### config.mk
export PLATFORM = sky130hd
export DESIGN_NAME = fetch_stage
export DESIGN_NICKNAME = d
export VERILOG_FILES = /design/src/rtl/rv32_pkg.sv /design/src/rtl/if_id_reg.sv /design/src/rtl/fetch_stage.sv
export SDC_FILE = /design/constraint.sdc
export NUM_CORES = 1
export LEC_CHECK = 0
export ABC_AREA = 0
export CAP_MARGIN = 20
export CELL_PAD_IN_SITES_DETAIL_PLACEMENT = 0
export CELL_PAD_IN_SITES_GLOBAL_PLACEMENT = 2
export CORE_ASPECT_RATIO = 2
export CORE_MARGIN = 2
export CORE_UTILIZATION = 37
export CTS_CLUSTER_DIAMETER = 150
export DETAILED_ROUTE_END_ITERATION = 7
export PLACE_DENSITY = 0.95
export SETUP_SLACK_MARGIN = 0.5
export SLEW_MARGIN = 15
export SYNTH_ARGS = -nofsm -noshare
export SYNTH_HDL_FRONTEND = slang
export SYNTH_SLANG_ARGS = --single-unit
### constraint.sdc
create_clock -name clk -period 11.34 [get_ports clk]
set_input_delay 1.134 -clock clk [delete_from_list [all_inputs] [get_ports clk]]
set_output_delay 1.134 -clock clk [all_outputs]
set_load 0.01 [all_outputs]
### src/rtl/rv32_pkg.sv
// rv32_pkg: shared fetch-stage types and constants
package rv32_pkg;
  typedef enum logic [1:0] {BOOT, REQ, WAIT, FULL} fetch_state_t;
  localparam logic [31:0] NOP_INST_C = 32'h0000_0013;
  localparam logic [31:0] RESET_PC_C = 32'h0000_0000;
endpackage

### src/rtl/if_id_reg.sv
// if_id_reg: IF/ID pipeline register with stall hold and flush-to-bubble
module if_id_reg
  import rv32_pkg::*;
#(
  parameter logic [31:0] NOP_INST = NOP_INST_C
) (
  input  logic        clk,
  input  logic        rst,
  input  logic        stall,
  input  logic        flush,
  input  logic        load,
  input  logic [31:0] load_pc,
  input  logic [31:0] load_inst,
  output logic [31:0] PC_ID,
  output logic [31:0] INST_ID,
  output logic        valid_ID
);
  logic take;
  assign take = load && !flush;
  always_ff @(posedge clk or posedge rst) begin
    if (rst) begin
      PC_ID    <= '0;
      INST_ID  <= NOP_INST;
      valid_ID <= 1'b0;
    end else if (flush || !stall) begin
      PC_ID    <= take ? load_pc : '0;
      INST_ID  <= take ? load_inst : NOP_INST;
      valid_ID <= take;
    end
  end
endmodule

### src/rtl/fetch_stage.sv
// fetch_stage: single-outstanding instruction fetch FSM with skid buffer and EX redirect
module fetch_stage
  import rv32_pkg::*;
#(
  parameter logic [31:0] RESET_PC = RESET_PC_C,
  parameter logic [31:0] NOP_INST = NOP_INST_C
) (
  input  logic        clk,
  input  logic        rst,
  input  logic        stall,
  input  logic        PCSel_EX,
  input  logic [31:0] alu_target,
  output logic        imem_req,
  output logic [31:0] imem_addr,
  input  logic        imem_gnt,
  input  logic        imem_rvalid,
  input  logic [31:0] imem_rdata,
  output logic [31:0] PC_ID,
  output logic [31:0] INST_ID,
  output logic        valid_ID
);
  fetch_state_t state;
  logic [31:0] pc_q, req_pc, buf_pc, buf_inst;
  logic discard, hit, load, keep;
  assign imem_req  = state == REQ;
  assign imem_addr = pc_q;
  assign hit  = state == WAIT && imem_rvalid && !discard;
  assign keep = hit && !PCSel_EX;
  assign load = !PCSel_EX && !stall && (hit || state == FULL);
  always_ff @(posedge clk or posedge rst) begin
    if (rst) begin
      state    <= BOOT;
      pc_q     <= RESET_PC & ~32'h3;
      req_pc   <= '0;
      discard  <= 1'b0;
      buf_pc   <= '0;
      buf_inst <= NOP_INST;
    end else begin
      if (PCSel_EX) pc_q <= alu_target & ~32'h3;
      case (state)
        BOOT: state <= REQ;
        REQ: if (imem_gnt) begin
          req_pc  <= pc_q;
          discard <= PCSel_EX;
          state   <= WAIT;
        end
        WAIT: if (imem_rvalid) begin
          discard <= 1'b0;
          state   <= keep && stall ? FULL : REQ;
          if (keep) pc_q <= req_pc + 32'd4;
          if (keep && stall) begin
            buf_pc   <= req_pc;
            buf_inst <= imem_rdata;
          end
        end else if (PCSel_EX) discard <= 1'b1;
        FULL: if (PCSel_EX || !stall) state <= REQ;
        default: state <= BOOT;
      endcase
    end
  end
  if_id_reg #(.NOP_INST(NOP_INST)) u_if_id (
    .clk      (clk),
    .rst      (rst),
    .stall    (stall),
    .flush    (PCSel_EX),
    .load     (load),
    .load_pc  (state == FULL ? buf_pc : req_pc),
    .load_inst(state == FULL ? buf_inst : imem_rdata),
    .PC_ID    (PC_ID),
    .INST_ID  (INST_ID),
    .valid_ID (valid_ID)
  );
endmodule

* After elaboration in Yosys (flattened, before gate mapping)
Cells that the tools add are included.
Storage, ports and cells: flip-flop bits (word level) 196, word-level logic and storage cells 52, output and inout bits 98, input bits 70
Operators by class: reduce and logical (&&, ||, !) cells 18, $add $sub $neg 1, equal/unequal tests 7, muxes and demuxes 17
Operator list (count):
- 32-bit two-way mux | 8
- 32-bit by 3-bit adder with 32-bit output, second input constant | 1
- 3-bit AND reduction | 3
- 2-bit two-way mux | 4
- 2-bit one-hot mux with 4 select lines | 1
- 1-bit logical AND | 7
- 2-bit equality test, second input constant | 2
- 2-bit by 1-bit inequality test with 1-bit output, second input constant | 2
- 1-bit zero test | 3
- 1-bit two-way mux | 3
- 3-bit inequality test, second input constant | 1
- 2-bit by 1-bit equality test with 1-bit output, second input constant | 1
- 2-bit zero test | 1
- 1-bit logical OR | 2
- 2-bit inequality test, second input constant | 1
- 1-bit one-hot mux with 2 select lines | 1
- 2-bit AND reduction | 1
- 2-bit nonzero test | 1

* Depth between registers and ports, before layout
depth after elaboration 8, depth in mapped cells 9, gate-level depth less buffers 7

* Modules after synthesis
From an unflattened synthesis, not the netlist that was laid out.
Unflattened totals: cell total of the unflattened synthesis 769, area total of the unflattened synthesis 9258.9 um^2
By module, submodules not included:
- fetch_stage | area each 6572.6 um^2, cells an instance 542, sequential area each 3281.9 um^2, instances 1
- if_id_reg | area each 2686.3 um^2, cells an instance 227, sequential area each 1630.3 um^2, instances 1

* Worst setup path before layout
No wires, ideal clock.
path kind input port to flip-flop, start point input imem_rvalid, end point register buf_inst[10], data arrival time 2261 ps, stages 6, path buffers 2, library setup time 125 ps, required time 11215 ps, setup slack 8954 ps, cells stage by stage nand2_1 or2_1 nor2_1 buf_4 buf_4 mux2_2
On the way: longest elaborated chain between the ends 5
Ends and longest elaborated chain:
- from (decl) | line fetch_stage.sv:16 | input logic imem_rvalid,
- 1-bit logical AND (2 in a row) | line fetch_stage.sv:27 | assign hit = state == WAIT && imem_rvalid && !discard;
- 1-bit logical AND | line fetch_stage.sv:28 | assign keep = hit && !PCSel_EX;
- 1-bit logical AND | line fetch_stage.sv:51 | if (keep && stall) begin
- 3-bit AND reduction (no line) *
- to (signal assigned) | line fetch_stage.sv:53 | buf_inst <= imem_rdata;
- to (decl) | line fetch_stage.sv:23 | logic [31:0] pc_q, req_pc, buf_pc, buf_inst;
Mark *: on every way between the ends. The rest lies on a longest branch, timed or not. A chain may end at the register's enable or synchronous reset.

* Worst setup path in the final report
start point input imem_rvalid, end point register buf_pc[11]
On the way: longest elaborated chain between the ends 5
Ends and longest elaborated chain:
- 1-bit logical AND (2 in a row) | line fetch_stage.sv:27
- 1-bit logical AND | line fetch_stage.sv:28
- 1-bit logical AND | line fetch_stage.sv:51
- 3-bit AND reduction (no line) *
- to (signal assigned) | line fetch_stage.sv:52 | buf_pc <= req_pc;
- to (decl) | line fetch_stage.sv:23
Marked as above.

==> impl_metrics.ini <==
[cts]
cts_tree = done
cts_made_buffers = 17
cts_setup_buffers = 0
cts_resized = 0
htreeDepth = 4
cts_root_buf = clkbuf_16
cts_hold_buf = 0
cts.sinks = 196
clk_latency_ps = 440
cts_max_path_buffers = 2
path_clk_slew_ps = 70

[global_route]
grt_pass1_wl_um = 36000
grt_pass1_vias = 6417
antenna_found_initial = 1
grt_use_total = 0.188
grt_max_degree = 129
overflow = 0

[drt]
drt-initial-drc-count = 391
vias = 6136
final_antenna_net_count = 0
drc = 24
avgViaCountPerCell = 5.18
wl_per_cell_um = 19.3
routed_wl_um = 22800
drtPass1Iterations = 6

[floorplan]
core_area_sq_um = 23300
die_x_um = 113
ioPinCount = 168
rows = 79
design.die.area_sq_um = 25100
initial_core_util = 0.377
fp.dieH_um = 222

[flow_run]
maxCapViolations = 0

[synth]
yosysWarnings = 0
synth-main-ff-cell = dfrtp_1
yosys_register_bits = 196
synth-edff-count = 0
syn_area_sq_um = 8800
synth_seq_area_share = 0.558
syn_inst = 741
syn_avg_cell_area_sq_um = 11.9
async_flop_share = 1.00
syn_nets = 816
yosysUniqueCellTypes = 49

[status]
violations = DRC
status = finished with violations

[worst_setup_path]
cp.required_ps = 11660
path_max_fanout = 44
endpoint_kind = register
path_class = primary input to register
start_kind = primary input
arrival_ps = 3670

[finish]
area_growth_pct = 28.1
drive_gt1_frac = 0.183
final_common_cell = dfrtp_1
nets = 963
mostFrequentLayoutCells = dfrtp_1 (190), clkdlybuf4s50_1 (164), nand2_1 (107)

[place]
preCtsSetupSlack_ps = 7520
port_buffers = 165
dpl.hpwl_um = 15100
gp_congestion = 0.765

[power_and_ir_drop]
cellPowerDensity_nw_per_um2 = 190
p_leak_nw = 4.76
ir_worst_vdd_uv = 87.2
power.total_w = 0.00214

[timing]
rsz0062_at_grt = false
fin_tns_setup_ps = 0
whs_ps = 478
fin_ws_ps = 7990
min_period_ps = 3350
slew_viol_final = 0
setup-violations-final = 0
skew_ps = 12.2
fmax_mhz = 299
relSlewSlack = 0.359
worst_slew_pin_slew_ps = 962
finalCritPeriodShare = 0.295
hold_viol = 0

[worst_hold_path]
hold_path.class = register to register
==> synthesized netlist by cell type (all sizes together) (5+ instances only) <==
cell type / instances / area, sq um
inv: 6 / 22.5
nand4: 7 / 50.1
xnor2: 6 / 52.6
a21oi: 18 / 97.6
nand2: 107 / 402
mux2i: 66 / 661
nor2b: 11 / 68.8
ha: 5 / 62.6
clkbuf: 22 / 92.6
a211oi: 11 / 82.6
nand3: 12 / 90.1
nor2: 18 / 75.1
buf: 24 / 138
o221ai: 7 / 61.3
mux2: 99 / 1110
dfstp: 6 / 158
o21ai: 74 / 370
dfrtp: 190 / 4750
and3: 5 / 31.3
xor2: 21 / 184
==> metal layers <==
layer	GRT usage	up-vias	routed length, um
met5	0	-	0
met4	0.0657	0	471
met3	0.0347	29	945
met2	0.356	128	12800
met1	0.204	3094	8560
li1	-	2885	-
==> final timing paths <==
check	slack, ps	depth (start not counted)	end	startpoint
hold / removal	480	2	u_if_id.PC_ID[5]$_DFFE_PP0P_	u_if_id.PC_ID[5]$_DFFE_PP0P_
min in group asynchronous	1210	2	u_if_id.PC_ID[7]$_DFFE_PP0P_	rst
setup reg to reg	8370	7	buf_pc[11]$_DFFE_PP0P_	state[0]$_DFFE_PP0P_
hold reg to reg	480	2	u_if_id.PC_ID[5]$_DFFE_PP0P_	u_if_id.PC_ID[5]$_DFFE_PP0P_
setup / recovery	7990	6	buf_pc[11]$_DFFE_PP0P_	imem_rvalid
max in group asynchronous	8580	3	buf_inst[3]$_DFFE_PP0P_	rst
==> layout make-up <==
cell class / count / area, sq um
antenna: 1 / 2.50
clock buffer: 21 / 460
tap: 283 / 354
sequential: 196 / 4910
multi-input combinational: 493 / 3680
timing repair buffer: 174 / 1710
inverter: 6 / 30.0
fill: 2135 / 12100
clock inverter: 10 / 124
==> worst max-delay path: stages <==
cell and delay [ps]:
clkdlybuf4s50_1 470, nand2_1 120, or2_1 280, nor2_4 530, buf_4 680, mux2_2 410
==> registers in the layout (all words and copies together), names as in the netlist <==
signal            count
imem_addr            32
u_if_id.valid_ID      1
state                 2
req_pc               32
u_if_id.PC_ID        32
discard               1
buf_inst             32
buf_pc               32
u_if_id.INST_ID      32
==> power breakdown <==
part	internal (W)	total [W]	switching [W]	leakage (nW)
clock network	0.000338	0.000611	0.000272	0.281
registers	0.000841	0.000999	0.000158	2.57
logic	0.000289	0.000529	0.000240	1.91
total	0.00147	0.00214	0.000671	4.76
==> cells by family after synthesis <==
group,Yosys count,synth area share
AO/OA/AOI/OAI,121,0.0802
XOR/XNOR,27,0.0269
adder cells (fa/ha/maj),5,0.00711
buffers and inverters,52,0.0287
flip-flops,196,0.558
multiplexers,165,0.202
AND/OR/NAND/NOR,175,0.0974
==> through the flow <==
stage | area, sq um | instances | util
3_5_place_dp | 10700 | 1152 | 0.458
5_1_grt | 11300 | 1183 | 0.483
6_report | 11300 | 1184 | 0.483
4_1_cts | 11300 | 1183 | 0.483
3_3_place_gp | 10700 | 1152 | 0.458
2_1_floorplan | 8800 | 741 | -
Power figures use the tool's default switching activity.
